==> src/rtl/vector_decode_sequencer.sv <==
// vector_decode_sequencer: classifies instructions and issues vector opcodes as N/LPC lane beats.
module vector_decode_sequencer #(
  parameter int N   = 4,
  parameter int LPC = 1
) (
  input  logic                              clk,
  input  logic                              rst_n,
  input  logic                              in_valid,
  output logic                              in_ready,
  input  logic [31:0]                       instr,
  output logic                              out_valid,
  input  logic                              out_ready,
  output logic [15:0]                       out_class,
  output logic [31:0]                       out_instr,
  output logic [(N > 1 ? $clog2(N) : 1)-1:0] out_lane_base,
  output logic                              out_last,
  output logic                              out_illegal,
  input  logic                              flush,
  output logic                              busy
);
  localparam int LW = N > 1 ? $clog2(N) : 1;
  localparam logic [LW-1:0] STEP = LW'(LPC);
  localparam logic [LW-1:0] LAST_LANE = LW'(N - LPC);
  localparam logic MULTI = (N != LPC);
  typedef enum logic [1:0] {IDLE, ISSUE, SEQ} state_e;
  state_e         state_q;
  logic [15:0]    class_q, class_d;
  logic [31:0]    instr_q;
  logic [LW-1:0]  lane_q, lane_d;
  logic           last_q, illegal_q, vec_d;
  always_comb begin
    class_d = '0;
    case (instr[6:0])
      7'd51:  class_d[0]  = 1'b1;
      7'd19:  class_d[1]  = 1'b1;
      7'd3:   class_d[2]  = 1'b1;
      7'd35:  class_d[3]  = 1'b1;
      7'd99:  class_d[4]  = 1'b1;
      7'd111: class_d[5]  = 1'b1;
      7'd103: class_d[6]  = 1'b1;
      7'd55:  class_d[7]  = 1'b1;
      7'd23:  class_d[8]  = 1'b1;
      7'd115: class_d[9]  = 1'b1;
      7'd120: class_d[10] = 1'b1;
      7'd121: class_d[11] = 1'b1;
      7'd122: class_d[12] = 1'b1;
      7'd123: class_d[13] = 1'b1;
      7'd124: class_d[14] = 1'b1;
      7'd125: class_d[15] = 1'b1;
      default: class_d = '0;
    endcase
  end
  assign vec_d         = MULTI && (|class_d[15:10]);
  assign lane_d        = lane_q + STEP;
  assign out_valid     = (state_q != IDLE);
  assign busy          = (state_q == SEQ);
  assign in_ready      = !flush && (!out_valid || (out_ready && out_last));
  assign out_class     = class_q;
  assign out_instr     = instr_q;
  assign out_lane_base = lane_q;
  assign out_last      = last_q;
  assign out_illegal   = illegal_q;
  // Acceptance takes priority over a plain handshake: it only happens when the final beat retires.
  always_ff @(posedge clk or negedge rst_n) begin
    if (!rst_n) begin
      state_q   <= IDLE;
      class_q   <= '0;
      instr_q   <= '0;
      lane_q    <= '0;
      last_q    <= 1'b0;
      illegal_q <= 1'b0;
    end else if (flush) begin
      state_q <= IDLE;
      lane_q  <= '0;
    end else if (in_valid && in_ready) begin
      class_q   <= class_d;
      instr_q   <= instr;
      lane_q    <= '0;
      illegal_q <= (class_d == '0);
      last_q    <= !vec_d;
      state_q   <= vec_d ? SEQ : ISSUE;
    end else if (out_valid && out_ready) begin
      if (state_q == SEQ) begin
        lane_q  <= lane_d;
        last_q  <= (lane_d == LAST_LANE);
        state_q <= (lane_d == LAST_LANE) ? ISSUE : SEQ;
      end else begin
        state_q <= IDLE;
      end
    end
  end
endmodule

==> config.mk <==
export PLATFORM = sky130hd
export DESIGN_NAME = vector_decode_sequencer
export DESIGN_NICKNAME = d
export VERILOG_FILES = /design/src/rtl/vector_decode_sequencer.sv
export SDC_FILE = /design/constraint.sdc
export NUM_CORES = 1
export LEC_CHECK = 0
export ABC_AREA = 0
export CORE_MARGIN = 4
export CORE_UTILIZATION = 43
export DETAILED_ROUTE_END_ITERATION = 6
export GPL_TIMING_DRIVEN = 0
export PLACE_DENSITY = 0.9
export SLEW_MARGIN = 25
export SYNTH_ARGS = -nofsm -noshare
export SYNTH_HDL_FRONTEND = slang
export SYNTH_SLANG_ARGS = --single-unit
export TNS_END_PERCENT = 20
==> constraint.sdc <==
create_clock -name clk -period 2 [get_ports clk]
set_input_delay 0.4 -clock clk [delete_from_list [all_inputs] [get_ports clk]]
set_output_delay 0.4 -clock clk [all_outputs]
set_load 0.005 [all_outputs]
==> flow_metrics.env <==
export IMPL_status="completed"
export IMPL_antenna_found_initial=0
export IMPL_cts_tree="yes"
export IMPL_viasPerCell=4.88
export IMPL_pwr_share_comb_pct=30.7
export IMPL_worstPathRequired_ns=1.60
export IMPL_drt_pass1_iter_count=4
export IMPL_max_freq_mhz=513
export IMPL_syn_instance_count=249
export IMPL_diodes=0
export IMPL_r2r_start="state_q[0]"
export IMPL_total_leakage_power_nw=1.58
export IMPL_synth_simple_area_share_pct=26.9
export IMPL_muxShareOfSynthArea_pct=1.41
export IMPL_initial_core_util_pct=44.7
export IMPL_die_area_um2=6610
export IMPL_met3_wirelength_um=445
export IMPL_finalPower_mw=3.12
export IMPL_syn_nets=287
export IMPL_ff2ff_path_depth=7
export IMPL_finalCriticalPeriod_ns=1.95
export IMPL_synthArstFlopShare_pct=100
export IMPL_wirelength_met1_mm=2.40
export IMPL_port_buffer_count=88
export IMPL_synth_adder_area_share_pct=0.541
export IMPL_cts_clk_slew_worst_paths_ns=0.09
export IMPL_die_y_um=81.3
export IMPL_rrSetupSlack_ns=0.40
export IMPL_wl_per_cell_um=13.8
export IMPL_cts_sinks=54
export IMPL_synth_top_family_by_area="simple AND/OR/NAND/NOR gates"
export IMPL_p_per_area_nw_per_um2=920
export IMPL_yosysTopAreaCellShare_pct=58.5
export IMPL_cp_start_kind="register"
export IMPL_hp_class="primary input to async pin"
export IMPL_ant_nets=0
export IMPL_p_int_mw=2.27
export IMPL_wl_mm=5.72
export IMPL_synth_distinct_cells=32
export IMPL_placementRows=26
export IMPL_place_congestion=0.849
export IMPL_ys_warn_count=0
export IMPL_rsz0062_at_grt="false"
export IMPL_utilization_pct=65.6
export IMPL_setup_viol=0
export IMPL_worst_slack_ns=0.0505
export IMPL_drc_errors=0
export IMPL_die_x_um=81.3
export IMPL_synth_area_leaders="dfrtp_1 (58%), nand2_1 (19%), buf_2 (2.4%), o21ai_0 (1.9%), o41ai_2 (1.4%)"
export IMPL_clkLatencyLatePin_ns=0.31
export IMPL_ys_seq_area_share_pct=58.5
export IMPL_end_kind="output port"
export IMPL_netlist_top_cells_count="nand2_1 (120), dfrtp_1 (54), buf_2 (11)"
export IMPL_pre_cts_ws_ns=-0.136
export IMPL_fin_crit_sh_pct=97.5
export IMPL_power_frac_seq_pct=46.1
export IMPL_core_um2=5170
export IMPL_clkPwrFrac_pct=23.2
export IMPL_post_synth_top_count_cell="nand2_1"
export IMPL_cts_root_buf="clkbuf_8"
export IMPL_max_slew_worst_pin_slew_ns=0.661
export IMPL_maxSlewHeadroom_pct=55.9
export IMPL_irDropWorstVdd_v=0.000518
export IMPL_placed_area_um2=3280
export IMPL_drt_iter0_markers=86
export IMPL_drv_slew=0
export IMPL_yosys_area_top_type="dfrtp_1"
export IMPL_p_sw_mw=0.854
export IMPL_dp_hpwl_mm=4.34
export IMPL_fin_area_um2=3390
export IMPL_max_cap_viol_count=0
export IMPL_path_class="register to output port"
export IMPL_numCtsBuffers=5
export IMPL_io_pins=92
export IMPL_grt_pass1_vias=2091
export IMPL_fillers=402
export IMPL_dp_cells=407
export IMPL_crit_path_max_fanout=6
export IMPL_cp_arrival_ns=1.55
export IMPL_synth_seq_cells=54
export IMPL_critPathLaunch="state_q[0]"
export IMPL_whs_ns=0.122
export IMPL_top_layer="met4"
export IMPL_cts_hold_buf=0
export IMPL_nNetsFinal=383
export IMPL_area_growth_pct=46.8
export IMPL_wl_met2_mm=2.82
export IMPL_avgSynthCellArea_um2=9.28
export IMPL_instances_no_fill=416
export IMPL_grt_pass1_wl_mm=9.58
export IMPL_r2r_end="out_instr[25]"
export IMPL_synthesis_area_um2=2310
export IMPL_num_vias=2031
export IMPL_grt_usage_pct=18.9
export IMPL_cts_buffer_depth=2
export IMPL_synthXorXnorAreaFrac_pct=0.379
export IMPL_synth_compound_area_share_pct=8.45
export IMPL_grt_max_degree=55
export IMPL_finalHoldViolations=0
export IMPL_tns_ns=0
export IMPL_synth_ff_type="dfrtp_1"
export IMPL_power_switching_share_pct=27.3
export IMPL_cts_htree_levels=2
export IMPL_drive_above_1_share_pct=8.96
export IMPL_synth_edf_count=0
export IMPL_grt_overflow=0
export IMPL_finClkSkew_ns=0.00831
## flip-flops by register name (all words and copies together), names as in the netlist
| register | flops |
|---|---|
| out_illegal | 1 |
| out_last | 1 |
| state_q | 2 |
| out_class | 16 |
| out_instr | 32 |
| out_lane_base | 2 |
## worst max path at each step
stage / endpoint / slack (ns) / depth (start not counted)
after floorplan: out_last / 0.50 / 5
after global placement: out_instr[10] / -1.01 / 1
after detailed placement: out_instr[22] / -0.14 / 8
after CTS: in_ready / 0.02 / 3
after global routing: in_ready / 0.003 / 3
final: out_valid / 0.05 / 2
## layout by cell type (no fill, tap or decap), types with 2 or more instances in the layout
cell / n
a22o_1: 2
a32o_1: 2
buf_2: 11
buf_4: 2
buf_6: 2
clkbuf_1: 2
clkbuf_8: 5
clkdlybuf4s50_1: 85
dfrtp_1: 53
dlygate4sd2_1: 2
inv_1: 2
mux2_2: 2
nand2_1: 120
nand2b_1: 3
nand3_1: 6
nor2_1: 7
nor2b_1: 2
nor3_1: 5
o21ai_0: 9
o31ai_1: 4
o41ai_2: 2
## area by class of cell
type                            count  area, um^2  share of cell area (%)
Timing Repair Buffer               89         883                    26.0
Sequential cell                    54        1350                    39.9
Multi-Input combinational cell    179         871                    25.7
Clock inverter                      2        37.5                    1.11
Clock buffer                        6        72.6                    2.14
Inverter                            2        7.51                   0.221
Buffer                             14        81.3                    2.40
Tap cell                           70        87.6                    2.58
## cell families after synthesis
| kind of cell | count (synthesis) |
|---|---|
| DFF | 54 |
| muxes | 3 |
| buffers and inverters | 16 |
| xor gates and xnor gates | 1 |
| adders and majority gates | 1 |
| and+or+nand+nor | 150 |
| AOI/OAI and AO/OA | 24 |
## critical path: stages, from the launching register on
cell             delay [ns]
dfrtp_1                0.46
or2_2                  0.33
clkdlybuf4s50_1        0.45
## power groups by stage
stage / combinational, mW / sequential (mW) / clock (mW)
after floorplan: 0.305 / 1.47 / 0
after global placement: 0.941 / 1.45 / 0
after detailed placement: 0.966 / 1.46 / 0
after CTS: 0.970 / 1.44 / 0.744
after global routing: 1.07 / 1.47 / 0.797
final: 0.957 / 1.44 / 0.725
## what timing repair did
action	in CTS	in global routing
buffers inserted	0	1
endpoints found under the hold margin	0	0
endpoints found under the setup margin	1	3
resized for setup	2	1
pin swaps	0	0
## metal layers
layer  vias up  track usage [%]
li1        997                -
met1       955             23.3
met2        71             32.5
met3         8             5.32
met4         0             4.73
met5         -                0
(Power assumes the default switching activity.)
